==> src/rtl/crossover_sequencer.sv <==
// Uniform crossover sequencer: builds a child genome from two latched parents, one gene per
// cycle, choosing each gene's parent from bias, prob and an internal 16-bit Galois LFSR.
module crossover_sequencer #(
  parameter int          GENE_W    = 4,
  parameter int          NUM_GENES = 8,
  parameter int          PROB_W    = 4,
  parameter logic [15:0] SEED_RST  = 16'hACE1
) (
  input  logic                        clk,
  input  logic                        rst,
  input  logic                        start,
  input  logic [NUM_GENES*GENE_W-1:0] parent_a,
  input  logic [NUM_GENES*GENE_W-1:0] parent_b,
  input  logic [PROB_W-1:0]           prob,
  input  logic                        bias,
  input  logic                        seed_load,
  input  logic [15:0]                 seed,
  output logic                        busy,
  output logic [NUM_GENES*GENE_W-1:0] child,
  output logic [NUM_GENES-1:0]        sel_mask,
  output logic                        child_valid,
  input  logic                        child_ready,
  output logic                        done
);

  localparam int CNT_W = $clog2(NUM_GENES);
  localparam int G_W   = NUM_GENES * GENE_W;

  typedef enum logic [1:0] {IDLE, RUN, HOLD} state_t;

  state_t                state_q, state_d;
  logic [CNT_W-1:0]      cnt_q;
  logic [15:0]           lfsr_q;
  logic [G_W-1:0]        a_q, b_q;
  logic [PROB_W-1:0]     prob_q;
  logic                  bias_q;
  logic [PROB_W-1:0]     rnd;
  logic                  swap, src, last_gene, handshake;

  function automatic logic [15:0] lfsr_step(input logic [15:0] l);
    return l[0] ? ((l >> 1) ^ 16'hB400) : (l >> 1);
  endfunction

  assign rnd       = lfsr_q[PROB_W-1:0];
  assign swap      = (rnd < prob_q);
  assign src       = bias_q ^ swap;
  assign last_gene = (cnt_q == CNT_W'(NUM_GENES - 1));
  assign handshake = (state_q == HOLD) && child_valid && child_ready;
  assign busy      = (state_q != IDLE);

  always_comb begin
    state_d = state_q;
    case (state_q)
      IDLE:    if (start) state_d = RUN;
      RUN:     if (last_gene) state_d = HOLD;
      HOLD:    if (handshake) state_d = IDLE;
      default: state_d = IDLE;
    endcase
  end

  always_ff @(posedge clk or negedge rst) begin
    if (!rst) begin
      state_q     <= IDLE;
      cnt_q       <= '0;
      lfsr_q      <= SEED_RST;
      child       <= '0;
      sel_mask    <= '0;
      child_valid <= 1'b0;
      done        <= 1'b0;
    end else begin
      state_q <= state_d;
      done    <= handshake;
      case (state_q)
        IDLE: begin
          // A seed loaded alongside start is the one the run consumes.
          if (seed_load) lfsr_q <= (seed == 16'h0) ? SEED_RST : seed;
          if (start) begin
            child    <= '0;
            sel_mask <= '0;
            cnt_q    <= '0;
          end
        end
        RUN: begin
          lfsr_q                       <= lfsr_step(lfsr_q);
          child[cnt_q*GENE_W +: GENE_W] <= src ? b_q[cnt_q*GENE_W +: GENE_W]
                                               : a_q[cnt_q*GENE_W +: GENE_W];
          sel_mask[cnt_q]              <= src;
          cnt_q                        <= cnt_q + CNT_W'(1);
        end
        HOLD: begin
          // First HOLD cycle raises child_valid; it then stays until accepted.
          child_valid <= !handshake;
        end
        default: ;
      endcase
    end
  end

  always_ff @(posedge clk) begin
    if (state_q == IDLE && start) begin
      a_q    <= parent_a;
      b_q    <= parent_b;
      prob_q <= prob;
      bias_q <= bias;
    end
  end

endmodule

==> config.mk <==
export PLATFORM = sky130hd
export DESIGN_NAME = crossover_sequencer
export DESIGN_NICKNAME = d
export VERILOG_FILES = /design/src/rtl/crossover_sequencer.sv
export SDC_FILE = /design/constraint.sdc
export NUM_CORES = 1
export LEC_CHECK = 0
export ABC_AREA = 1
export CAP_MARGIN = 25
export CELL_PAD_IN_SITES_DETAIL_PLACEMENT = 0
export CELL_PAD_IN_SITES_GLOBAL_PLACEMENT = 2
export CORE_ASPECT_RATIO = 1.2
export CORE_MARGIN = 2
export CORE_UTILIZATION = 31
export CTS_CLUSTER_SIZE = 40
export DETAILED_ROUTE_END_ITERATION = 6
export GPL_TIMING_DRIVEN = 0
export HOLD_SLACK_MARGIN = 0.05
export PLACE_DENSITY_LB_ADDON = 0.1
export REMOVE_ABC_BUFFERS = 1
export SYNTH_ARGS = -nofsm -noshare
export SYNTH_HDL_FRONTEND = slang
export SYNTH_SLANG_ARGS = --single-unit
export TNS_END_PERCENT = 30
==> constraint.sdc <==
create_clock -name clk -period 4.3 [get_ports clk]
set_input_delay 0.43 -clock clk [delete_from_list [all_inputs] [get_ports clk]]
set_output_delay 0.43 -clock clk [all_outputs]
set_load 0.02 [all_outputs]
After elaboration in Yosys (flattened, before gate mapping)
Cells that the tools add are included.
{ "word_totals": {"input_bits": 90, "output_inout_bits": 43, "ff_bits": 132, "elab_cells": 60} }
{ "classes": {"mux": 19, "n_reduce_logical": 12, "add_sub_neg": 2, "n_bitwise": 2, "magnitude_cmp": 3, "shifts": 4, "n_eq_ne": 7} }
{ "ops": {"columns": ["operator", "count"], "rows": [
  ["32-bit case mux with 2 select lines", 1],
  ["32-bit by 6-bit indexed part select with 4-bit output", 2],
  ["16-bit 2-to-1 mux", 3],
  ["5-bit negation with 34-bit output", 1],
  ["4-bit by 34-bit variable shift with 32-bit output, first input constant", 1],
  ["4-bit by 34-bit indexed part select with 32-bit output", 1],
  ["32-bit bitwise mux", 1],
  ["32-bit 2-to-1 mux", 1],
  ["16-bit case mux with 2 select lines", 1],
  ["16-bit zero test", 1],
  ["8-bit case mux with 2 select lines", 1],
  ["8-bit bitwise mux", 1],
  ["8-bit 2-to-1 mux", 1],
  ["2-bit inequality test, second input constant", 4],
  ["2-bit 2-to-1 mux", 3],
  ["2-bit case mux with 3 select lines", 1],
  ["3-bit case mux with 2 select lines", 1],
  ["1-bit logical AND", 4],
  ["3-bit by 4-bit less-than comparator with 1-bit output, second input constant", 1],
  ["4-bit less-than comparator", 1],
  ["4-bit 2-to-1 mux", 1],
  ["3-bit inverter with 4-bit output", 1],
  ["2-bit AND reduction", 2],
  ["2-bit nonzero test", 2],
  ["12 further kinds", 12]
]} }

Longest topological paths before layout
Gate-level depths: netlist of the first run.
{ "depth": {"ltp_word": 6, "mapped_depth": 17} }

Worst setup path after synthesis of the first run
OpenSTA, ideal clock, no wires.
{ "synth_timing": {"path_type": "reg2reg", "from": "register state_q[1]", "to": "register child[16]", "period_less_slack_ps": 3037, "setup_ps": 67, "slack_ps": 1263, "path_buffers": 1, "t_arrival_ps": 2970, "path_stages_with_launch": 8, "path_cell_list": "dfrtp_1 -> clkbuf_1 -> nor2_1 -> nand2_1 -> clkinv_1 -> a21oi_1 -> nand2_1 -> nand2_1"} }
{ "synth_via": {"elab_chain_cells": 3} }
{ "synth_lines": {"columns": ["item", "line", "text"], "rows": [
  ["from (decl)", "31", "state_t state_q, state_d;"],
  ["from (signal assigned)", "71", "state_q <= state_d;"],
  ["2-bit zero test / 2-bit by 1-bit equality test with 1-bit output (equally long branches)", "73", "case (state_q)"],
  ["2-bit inequality test (no source line) / 2-bit nonzero test (equally long branches)", null, null],
  ["2-bit AND reduction (no source line)", null, null],
  ["to (signal, indexed assignment)", "85", "child[cnt_q*GENE_W +: GENE_W] <= src ? b_q[cnt_q*GENE_W +: GENE_W]"],
  ["to (decl)", "19", "output logic [NUM_GENES*GENE_W-1:0] child,"]
]} }
Parallel ways exist; a longest one is shown, timed or not.
A chain may end at the register's enable or synchronous reset.

Worst setup path in the final report of the first run
{ "layout_timing": {"from": "register cnt_q[0]", "to": "register child[17]"} }
{ "layout_via": {"elab_chain_cells": 5} }
{ "layout_lines": {"columns": ["item", "line", "text"], "rows": [
  ["from (decl)", "32", "logic [CNT_W-1:0] cnt_q;"],
  ["from (signal assigned)", "88", "cnt_q <= cnt_q + CNT_W'(1);"],
  ["32-bit by 6-bit indexed part select with 4-bit output, on equally long branches", "86, 85", null],
  ["4-bit 2-to-1 mux", "85", null],
  ["4-bit by 34-bit indexed part select with 32-bit output", "85", null],
  ["32-bit bitwise mux (*)", "85", null],
  ["32-bit case mux with 2 select lines (*)", "73", null]
]} }
Every way passes the cells marked *; elsewhere a longest branch is shown, timed or not.

==> reports/metrics.yaml, run 1 <==
slew_violations: 0
synth_top_area_cell: "edfxtp_1"
cts_buffer_depth: 2
regArea_sq_mm: 0.00366
hold_viol_final: 0
drtIter0Drc: 177
yosysWarnings: 0
synth_area_leaders: "edfxtp_1 (35%), dfrtp_1 (23%), nand2_1 (11%)"
r2r-start: "cnt_q[0]"
finalCritPeriodShare: 0.794
synth_edf_count: 69
cts_resized: 0
slew_headroom: 0.343
finalHoldWorstSlack_ns: 0.105
dieHeight_um: 155
maxCapViolations: 0
cts_hold_buf: 0
antenna_found_initial: 0
yosysTopAreaCellShare: 0.350
cts_tree: "built"
multi_input_area_sq_mm: 0.00197
place_ws_ns: 0.322
avgRoutedWirePerCell_um: 15.1
final_cells: 997
vias: 4661
grtUsageTotal: 0.158
arrival_ns: 3.71
pwr_density_cell_mw_per_mm2: 762
synth_area_per_cell_sq_um: 9.89
r2r_end: "child[17]"
fillers: 1838
dp_hpwl_um: 10400
cp_max_fo: 20
fin_area_sq_mm: 0.00810
clkSlewWorstSetupHoldPaths_ns: 0.06
fin_ws_ns: 0.888
synthTopCellsByCount: "nand2_1 (171), nand3_1 (77), edfxtp_1 (69)"
use_met3: 0.0320
core_sq_mm: 0.0188
area_growth_pct: 37.1
grt_overflow_total: 0
met2_usage: 0.273
endpoint_kind: "flop"
yosysSeqAreaShare: 0.619
cts_max_level: 4
ys_ff_latch: 132
fin_nets: 828
status: "finished, final reports clean"
rsz0062_at_grt: "false"
seq_power_share: 0.322
timing.final.crit_period_ns: 3.41
crit_path_start_kind: "flop"
rrSetupSlack_ns: 0.89
postPlaceCellArea_sq_mm: 0.00747
synth_cell_type_count: 33
worstSetupPathType: "flop to flop"
wirelength_um: 15000
clock.fmax_mhz: 293
p_leak_nw: 3.47
die_x_um: 130
postLayoutCoreUtil: 0.431
p_comb_frac: 0.434
syn_area_sq_mm: 0.00591
initial_core_util: 0.315
place.gp.congestion: 0.720
row_count: 55
p_sw_frac: 0.407
r2r_cells: 11
synth_most_common_cell: "nand2_1"
post_cts_buffers: 0
clock-skew-final_ns: 0.0112
cts-root-buf: "clkbuf_16"
top_usage_layer: "met2"
antenna_left: 0
numPlacedInstances: 964
clk_latency_ns: 0.42
n_antenna_cell: 0
setup_viol: 0
worstMarginPinSlew_ns: 0.982
grtUsageMet1: 0.197
ys_async_sr_fraction: 0.477
min_path_type: "input pin to async pin"
crit_required_ns: 4.60
drive_above_1_share: 0.0783
port_buffers: 132
grt_pass1_vias: 4825
via_per_inst: 4.68
cts_buffers: 17
p_sw_mw: 2.51
netlist_instances: 598
die_area_sq_mm: 0.0202
first_pass_iters: 4
grt_pass1_wl_um: 24700
synthFlopType: "edfxtp_1"
drc: 0
ios: 133
vdd_drop_max_v: 0.000316
grt_max_degree: 64
clock_sinks: 132
power.share.clock: 0.245
p_int_mw: 3.66
## state kept, by name, indices dropped and copies added (netlist names)
signal,count
lfsr_q,16
child_valid,1
bias_q,1
sel_mask,8
prob_q,4
cnt_q,3
a_q,32
b_q,32
state_q,2
child,32
done,1
## logic make-up (layout without fill, tap and decap cells)
logic type               count (synthesis)  count (layout)  share of synthesized area
flip-flops                             132             132                      0.619
AND/OR/NAND/NOR                        337             337                      0.261
AO/OA/AOI/OAI                           49              49                     0.0468
buffers and inverters                   68             211                     0.0491
adder cells (fa/ha/maj)                 10              10                     0.0212
XOR/XNOR                                 2               2                    0.00296
## critical path, cell delays in order, from the launching register on
cell and delay (ns):
dfrtp_1 0.61, buf_8 0.23, clkinv_1 0.57, ha_1 0.48, ha_1 0.27, inv_1 0.05
nor2_1 0.12, inv_1 0.10, nor3_1 0.44, a21oi_1 0.23, nand2_1 0.12, nand2_1 0.07
## power groups by stage
stage               combinational [mW]  sequential, mW  clock (mW)
detailed placement                2.69            2.04           0
global route                      3.03            2.04        1.60
global placement                  2.62            2.05           0
finish                            2.68            1.99        1.51
floorplan                         1.48            2.17           0
CTS                               2.69            2.02        1.54
## worst max-delay path by stage
stage | start | end | slack, ns | cells after the start
after floorplan | state_q[1] | child[16] | 1.17 | 6
after global placement | start | child[16] | -0.45 | 6
after detailed placement | cnt_q[0] | child[17] | 0.32 | 10
after CTS | cnt_q[0] | child[17] | 0.32 | 10
after global routing | cnt_q[0] | child[17] | 0.49 | 11
final | cnt_q[0] | child[17] | 0.89 | 11
## cell usage in the layout (no fill, tap or decap), drive strengths merged, types with 4 or more instances in the layout
cell type,n
o22ai,5
clkdlybuf4s50,131
nor3,16
dfstp,8
ha,10
nand3,78
buf,4
nand4,26
o21ai,31
dfrtp,55
a31oi,6
nand2,178
nor2,36
inv,42
clkinv,11
bufinv,4
clkbuf,17
edfxtp,69
## layer usage
metal,routed length (um),vias to the layer above
met2,7560,133
met4,213,0
met3,853,12
li1,-,2311
met1,6380,2205
met5,0,-
## metrics by stage
stage	total power, mW	setup TNS (ns)
global route	6.67	0
finish	6.17	0
floorplan	3.65	0
detailed placement	4.73	0
global placement	4.67	-21.11
CTS	6.26	0
## layout make-up
cell class,instances,area share
multi-input combinational,398,0.243
tap,256,0.0395
inverter,44,0.0205
clock buffer,17,0.0525
timing repair buffer,135,0.170
clock inverter,15,0.0232
sequential,132,0.452
Note: power is estimated with default switching activity, not from simulation.
==> run 2, diff against run 1 <==
clock period = 3.3 ns   (was 4.3 ns; I/O delays follow)
==> reports/metrics.yaml, run 2 (synthesized netlist as in run 1, its figures left out) <==
status: "finished, final reports clean"
grtUsageTotal: 0.158
avgRoutedWirePerCell_um: 15.1
die_x_um: 130
seq_power_share: 0.327
cts_hold_buf: 0
power.share.clock: 0.245
pwr_density_cell_mw_per_mm2: 992
crit_required_ns: 3.65
grt_pass1_wl_um: 24700
final_cell_mix: "nand2_1 (171), clkdlybuf4s50_1 (131), nand3_1 (77)"
n_antenna_cell: 0
cts-root-buf: "clkbuf_16"
p_comb_frac: 0.428
crit_path_start_kind: "flop"
min_path_type: "input pin to async pin"
p_int_mw: 4.76
core_sq_mm: 0.0188
vias: 4633
finalHoldWorstSlack_ns: 0.00550
arrival_ns: 3.11
clkSlewWorstSetupHoldPaths_ns: 0.06
slew_violations: 0
cts_max_level: 4
area_growth_pct: 36.9
p_sw_frac: 0.407
p_total_mw: 8.03
finalCritPeriodShare: 0.836
clock-skew-final_ns: 0.0113
p_sw_mw: 3.27
multi_input_area_sq_mm: 0.00197
dieHeight_um: 155
ios: 133
reg_top3: "a_q: 32 flops, b_q: 32 flops, child: 32 flops"
endpoint_kind: "flop"
place.gp.congestion: 0.720
fillers: 1839
drc: 0
clock.fmax_mhz: 363
setup_viol: 0
fin_nets: 827
cts_tree: "built"
row_count: 55
clock_sinks: 132
critPathLaunch: "lfsr_q[3]"
hold_viol_final: 0
antenna_found_initial: 0
cts_buffers: 17
via_per_inst: 4.65
drtIter0Drc: 193
worstSetupPathType: "flop to flop"
drive_above_1_share: 0.0797
rsz0062_at_grt: "false"
regArea_sq_mm: 0.00366
final_common_cell: "nand2_1"
worstMarginPinSlew_ns: 0.977
initial_core_util: 0.315
grt_overflow_total: 0
die_area_sq_mm: 0.0202
timing.final.crit_period_ns: 2.76
maxCapViolations: 0
cp_max_fo: 35
grt_pass1_vias: 4825
grt_max_degree: 64
totalNegativeSetupSlack_ns: 0
antenna_left: 0
p_leak_nw: 3.47
port_buffers: 132
clk_latency_ns: 0.42
vdd_drop_max_v: 0.000411
r2r-start: "lfsr_q[3]"
wirelength_um: 15000
cts_buffer_depth: 2
dp_hpwl_um: 10400
postLayoutCoreUtil: 0.431
slew_headroom: 0.348
r2r_cells: 12
first_pass_iters: 4
-- run 2: metal layers --
| metal | share of wire | track usage | wire [um] |
|---|---|---|---|
| met1 | 0.43 | 0.197 | 6480 |
| met2 | 0.50 | 0.273 | 7570 |
| met3 | 0.051 | 0.0320 | 770 |
| met4 | 0.014 | 0.0507 | 213 |
| met5 | 0 | 0 | 0 |
-- run 2: layout make-up --
cell class,count,area share
flip-flops and latches,132,0.452
multi-input cells,398,0.243
clock buffers,17,0.0526
inverters,44,0.0209
well taps,256,0.0396
clock inverters,15,0.0232
repair buffers,134,0.168
-- run 2: power by group through the flow --
stage                     clock, mW  combinational, mW  sequential, mW
after floorplan                   0               1.93            2.82
after global placement            0               3.41            2.67
after detailed placement          0               3.50            2.66
after CTS                      2.01               3.51            2.63
after global routing           2.09               3.89            2.70
final                          1.97               3.43            2.63
-- run 2: final timing paths --
| kind | endpoint | slack, ns |
|---|---|---|
| max | child[28] | 0.54 |
| min | lfsr_q[14] | 0.005 |
| max reg2reg | child[28] | 0.54 |
| min reg2reg | sel_mask[0] | 0.47 |
| max in group asynchronous | cnt_q[0] | 2.70 |
| min in group clk | a_q[24] | 0.47 |
-- run 2: critical path: stages (launching register included) --
cell and delay (ns):
dfrtp_1 0.41, ha_1 0.34, a21oi_2 0.31, nand3_4 0.35
nand2_8 0.35, nand2_1 0.08, nand3_1 0.08, nand2_1 0.08
nand2_1 0.06, nand2_1 0.10, nor2_4 0.28, nand4_1 0.14
nand2_1 0.10
-- run 2: metrics by stage --
step | instances | instance area [sq um] | setup slack, ns
final | 996 | 8090 | 0.543
after global routing | 996 | 8090 | 0.179
after CTS | 996 | 8090 | 0.232
after detailed placement | 964 | 7470 | -0.678
after global placement | 962 | 7430 | -1.35
after floorplan | 574 | 5790 | 0.167
-- run 2: repair_timing --
item / 4_1_cts / 5_1_grt
pin swaps: 0 / 0
endpoints found under the setup margin: 33 / 12
cloned: 0 / 0
buffers inserted: 0 / 0
resized for setup: 2 / 1
==> run 3, diff against run 2 <==
clock period = 2.73 ns   (was 3.3 ns; I/O delays follow)
==> reports/metrics.yaml, run 3 (synthesized netlist as in run 1, its figures left out) <==
status: "finished, final reports clean"
cp_max_fo: 9
clock_sinks: 132
row_count: 55
cts_buffer_depth: 2
cts_tree: "built"
reg_top3: "a_q: 32 flops, b_q: 32 flops, child: 32 flops"
die_x_um: 130
grt_overflow_total: 0
place.gp.congestion: 0.720
clock-skew-final_ns: 0.00886
final_common_cell: "nand2_1"
drc: 0
fin_nets: 836
wirelength_um: 16000
setup_viol: 0
vias: 4700
arrival_ns: 2.84
grt_pass1_wl_um: 25200
p_leak_nw: 3.51
grt_pass1_vias: 4855
p_total_mw: 10.0
antenna_left: 0
cts_buffers: 17
final_cell_mix: "nand2_1 (170), clkdlybuf4s50_1 (131), nand3_1 (77)"
clk_latency_ns: 0.41
min_path_type: "input pin to flop"
drive_above_1_share: 0.103
antenna_found_initial: 0
timing.final.crit_period_ns: 2.49
rsz0062_at_grt: "false"
vdd_drop_max_v: 0.000539
clkSlewWorstSetupHoldPaths_ns: 0.06
cts_max_level: 4
port_buffers: 132
core_sq_mm: 0.0188
dp_hpwl_um: 10400
hold_viol_final: 0
pwr_density_cell_mw_per_mm2: 1220
crit_path_start_kind: "flop"
fin_area_sq_mm: 0.00826
grtUsageTotal: 0.163
die_area_sq_mm: 0.0202
slew_violations: 0
finalCritPeriodShare: 0.912
totalNegativeSetupSlack_ns: 0
first_pass_iters: 4
grt_max_degree: 64
crit_required_ns: 3.08
cts-root-buf: "clkbuf_16"
n_antenna_cell: 0
clock.fmax_mhz: 402
slew_headroom: 0.360
postPlaceCellArea_sq_mm: 0.00747
maxCapViolations: 0
area_growth_pct: 39.7
ios: 133
via_per_inst: 4.68
dieHeight_um: 155
avgRoutedWirePerCell_um: 16.0
initial_core_util: 0.315
worstSetupPathType: "flop to flop"
worstMarginPinSlew_ns: 0.959
endpoint_kind: "flop"
drtIter0Drc: 190
==> run 3: cell count changes in the layout (fill, tap and decap cells not counted), moves of 2 or more <==
cell / delta
nor3_2: +7
nand2_8: +2
nor3_1: -7
buf_4: +3
==> run 3: final timing paths <==
check                           depth (start not counted)     endpoint         start  slack, ns
worst max-delay path                                   12     child[6]     lfsr_q[3]       0.24
worst min-delay path                                    1      a_q[24]  parent_a[24]       0.41
worst max register to register                         12     child[6]     lfsr_q[3]       0.24
worst min register to register                          2  sel_mask[0]   sel_mask[0]       0.47
max in group asynchronous                               2     cnt_q[0]           rst       1.59
min in group asynchronous                               2   lfsr_q[14]           rst       0.50
==> run 3: what timing repair did <==
action                                  CTS  global route
endpoints found under the setup margin   34            31
pin swaps                                 2             4
gates resized for setup                   5            14
hold endpoints to repair                 55             0
buffers inserted                          0             4
hold buffers                              1             0
gates cloned                              2             2
==> run 3: layer usage <==
layer | global-route usage | share of wire | vias to the layer above
li1 | - | - | 2328
met1 | 0.202 | 0.44 | 2266
met2 | 0.284 | 0.51 | 95
met3 | 0.0320 | 0.038 | 11
met4 | 0.0512 | 0.013 | 0
met5 | 0 | 0 | -
==> run 3: critical path, stage by stage, from the launching register on <==
cell and delay, ns:
dfrtp_1 0.40, ha_1 0.35, a21oi_4 0.31, nand3_4 0.24, nand2_4 0.22, nand2_1 0.07
nand3_1 0.07, nand2_1 0.07, nand2_1 0.07, nand2_2 0.08, nor2_4 0.27, nand4_1 0.13
nand2_1 0.11
==> run 3: final cells by class <==
cell class | instances | area [sq um]
timing repair inverter | 1 | 5.00
inverter | 44 | 175
clock buffer | 17 | 425
fill | 1837 | 10500
clock inverter | 15 | 188
multi-input combinational | 401 | 2080
sequential | 132 | 3660
tap | 256 | 320
timing repair buffer | 139 | 1410
==> run 3: through the flow <==
stage | hold slack, ns | cells | setup WS (ns) | utilization
2_1_floorplan | -0.0226 | 574 | -0.403 | -
3_3_place_gp | 0.460 | 962 | -1.87 | 0.395
3_5_place_dp | 0.432 | 964 | -1.25 | 0.398
4_1_cts | 0.399 | 999 | 0.0413 | 0.433
5_1_grt | 0.395 | 1005 | 0.0290 | 0.439
6_report | 0.411 | 1005 | 0.240 | 0.439
==> run 3: power breakdown <==
| part | switching (mW) | leakage, nW | internal [mW] |
|---|---|---|---|
| clock | 0.862 | 0.296 | 1.52 |
| sequential | 0.376 | 1.44 | 2.79 |
| combinational | 2.95 | 1.77 | 1.56 |
| total | 4.19 | 3.51 | 5.86 |
==> RTL edit 1, RTL diff (config.mk and constraints of run 3) <==
Re-encode `state_t` (3 states) as one-hot, 3 bits wide.
--- a/src/rtl/crossover_sequencer.sv
+++ b/src/rtl/crossover_sequencer.sv
@@ -27,5 +27,5 @@
   localparam int G_W   = NUM_GENES * GENE_W;
 
-  typedef enum logic [1:0] {IDLE, RUN, HOLD} state_t;
+  typedef enum logic [2:0] {IDLE = 3'b001, RUN = 3'b010, HOLD = 3'b100} state_t;
 
   state_t                state_q, state_d;
Check against the original RTL: no difference found for any inputs over 10 cycles, from zero or initial values and one cycle with rst low; not proved beyond that.
==> RTL edit 1 against run 3 <==
Wire length is 0.91% lower; cell area is 1.4% higher; non-clock buffer count is 7 higher; sequential cell count grew 1; largest cell class unchanged; first-iteration DRC count down 11%; critical path type unchanged; clock skew hardly changed; sequential share of layout area fell by 0.28 points; power down 15%; worst setup slack improved by 0.016 ns; area after synthesis is 1.9% higher.
==> RTL edit 1: results <==
[timing]
fin_skew_ns = 0.00926
period_share_pct = 90.6
worst_hold_slack_ns = 0.411
worst_pin_slew_ns = 0.925

[route]
highest_layer = "met4"
wl_met2_mm = 7.96
routed_wl_mm = 15.9
met1Wirelength_mm = 6.97
drtIter0Drc = 170
avgViaCountPerCell = 4.60
route.met3.wl_um = 695
first_pass_iters = 5

[global_route]
grt_pass1_wl_mm = 24.8
grt_use_met3_pct = 3.60
grt_pass1_vias = 4640
grt_max_degree = 65
use_met1_pct = 19.8
grt_use_total_pct = 15.5
grt_use_met2_pct = 25.7

[synth]
synth_adder_area_share_pct = 1.45
yosys-top-cells-area = "edfxtp_1 (34%), dfrtp_1 (23%), nand2_1 (10%)"
synth.distinct_cells = 42
ys.flop_type = "edfxtp_1"
synthArstFlopShare_pct = 48.1
synth_xor_xnor_area_share_pct = 0.436
syn_inst = 607
yosys-mux-area-fraction_pct = 0
ys_seq_area_share_pct = 61.2
synth_compound_area_share_pct = 6.06
synthTopCellsByCount = "nand2_1 (160), nand3_1 (71), edfxtp_1 (69), inv_1 (58), dfrtp_1 (55)"

[placed_design]
place_area_um2 = 7620
placed_cells = 978
io_buffers = 132
hpwl_mm = 10.5
gp_congestion = 0.728
pre_cts_slack_ns = -0.958

[worst_setup_path]
r2r_end = "child[26]"
crit_arrival_ns = 2.81
ff2ff_setup_slack_ns = 0.26
cp_max_fo = 6

[pwr]
p_leak_nw = 3.54
p_sw_share_pct = 39.2
ir_drop_v = 0.000459

[run_status]
status = "completed"

[hold_path]
holdPathEnd = "b_q[25]"
worstHoldStart = "parent_b[25]"
hold_path_depth = 1

[clock_network]
cts_setup_buffers = 1
ctsResizeCount = 6

[final_layout]
nets = 851
drive_gt1_share_pct = 12.8
-- RTL edit 1: area by class of cell --
class	count	area [µm²]
Clock inverter	11	97.6
Clock buffer	21	483
Timing Repair Buffer	146	1500
Multi-Input combinational cell	394	2030
Tap cell	256	320
Inverter	62	241
Sequential cell	133	3690
Fill cell	1888	10600
-- RTL edit 1: power by group through the flow --
| stage | Sequential, mW | Clock [mW] | Combinational (mW) |
|---|---|---|---|
| floorplan | 2.92 | 0 | 1.95 |
| global placement | 2.93 | 0 | 3.01 |
| detailed placement | 2.88 | 0 | 3.21 |
| CTS | 2.86 | 2.32 | 3.28 |
| global route | 2.88 | 2.40 | 3.80 |
| finish | 2.83 | 2.25 | 3.41 |
-- RTL edit 1: logic make-up after synthesis --
group,after synthesis
buffers and inverters,83
xor gates and xnor gates,3
AOI/OAI and AO/OA,62
adders and majority gates,7
and+or+nand+nor,319
DFF,133
==> RTL edit 2, RTL diff (settings of run 3) <==
Made on the original files. Set the parameter `NUM_GENES` to 16 (it was 8).
--- a/src/rtl/crossover_sequencer.sv
+++ b/src/rtl/crossover_sequencer.sv
@@ -3,5 +3,5 @@
 module crossover_sequencer #(
   parameter int          GENE_W    = 4,
-  parameter int          NUM_GENES = 8,
+  parameter int          NUM_GENES = 16,
   parameter int          PROB_W    = 4,
   parameter logic [15:0] SEED_RST  = 16'hACE1
Interface: changed (resized child, parent_a, parent_b and sel_mask); port bits go from 133 to 237. The function was not compared with the original's and may differ.
==> RTL edit 2 against run 3 <==
Non-clock buffer count up 134; wire length up 100%; area after synthesis up 76%; cell count up 72%; cell area up 83%; sequential cell count up 105; worst setup slack worse by 0.086 ns; fmax down 3.3%; critical path depth up 4; power up 84%; global-route usage up 1.9 points; largest power group unchanged.
==> RTL edit 2: results <==
[global_route]
grt_use_met3_pct = 3.31
grt_use_total_pct = 18.2
grt_use_met2_pct = 31.9
antenna_found_initial = 4
use_met1_pct = 22.9
grt_pass1_vias = 8234
grt_max_degree = 89
grt_pass1_wl_mm = 48.2

[route]
wl_met2_mm = 16.3
drtIter0Drc = 456
route.met3.wl_mm = 1.82
first_pass_iters = 5
avgViaCountPerCell = 4.70
routed_wl_mm = 32.8
met1Wirelength_mm = 14.0

[final_layout]
fillers = 3188
largestRegisters = "a_q (64), b_q (64), child (64)"
drive_gt1_share_pct = 15.1
final_core_util_pct = 45.6

[placed_design]
pre_cts_slack_ns = -1.31
placed_cells = 1632
place_area_um2 = 13200
hpwl_mm = 20.3
io_buffers = 236

[worst_setup_path]
slowest_delay_ns = 0.43
ff2ff_setup_slack_ns = 0.15
reg2reg_depth = 16
crit_slowest_cell = "dfrtp_2"
crit_arrival_ns = 2.99
crit_end = "child[3]"
cp_max_fo = 13

[synth]
avgSynthCellArea_um2 = 10.6
synth.distinct_cells = 41
synth_compound_area_share_pct = 6.09
synthArstFlopShare_pct = 43.9
synthTopCellsByCount = "nand2_1 (214), nand3_1 (178), edfxtp_1 (133), dfrtp_1 (96), nor2_1 (79)"
synth_adder_area_share_pct = 0.964
synth_edf_count = 133
synth_xor_xnor_area_share_pct = 0.253
ys_seq_area_share_pct = 63.6
yosys-top-cells-area = "edfxtp_1 (38%), dfrtp_1 (23%), nand3_1 (8.6%)"

[timing]
fin_skew_ns = 0.00870
worst_pin_slew_ns = 0.889

[clock_network]
h-tree-depth = 1
numCtsBuffers = 26
max-clock-path-buffers = 3

[pwr]
netSwitchingPower_mw = 7.84
p_leak_nw = 5.99
ir_drop_v = 0.000416

[run_status]
status = "completed"

[hold_path]
hp-class = "in -> async"
==> RTL edit 2: timing repair <==
item,4_1_cts,5_1_grt
cloned,9,7
hold buffers,1,0
gates resized for setup,30,68
buffers inserted,17,13
endpoints found under the setup margin,167,64
endpoints found under the hold margin,99,0
pin swaps,10,36
==> RTL edit 2: power by group through the flow <==
stage,logic (mW),registers (mW),clock network (mW)
final,9.47,5.35,3.68
after global routing,10.3,5.46,3.93
after CTS,8.55,5.37,3.78
after detailed placement,7.56,5.46,0
after global placement,7.27,5.64,0
after floorplan,3.83,5.99,0
==> RTL edit 2: layout make-up <==
cell class / instances / share of cell area (%)
antenna: 3 / 0.0498
clock buffer: 38 / 5.15
clock inverter: 10 / 0.847
inverter: 79 / 2.34
multi-input combinational: 638 / 25.2
sequential: 237 / 43.8
tap: 450 / 3.73
timing repair buffer: 273 / 18.7
timing repair inverter: 2 / 0.108
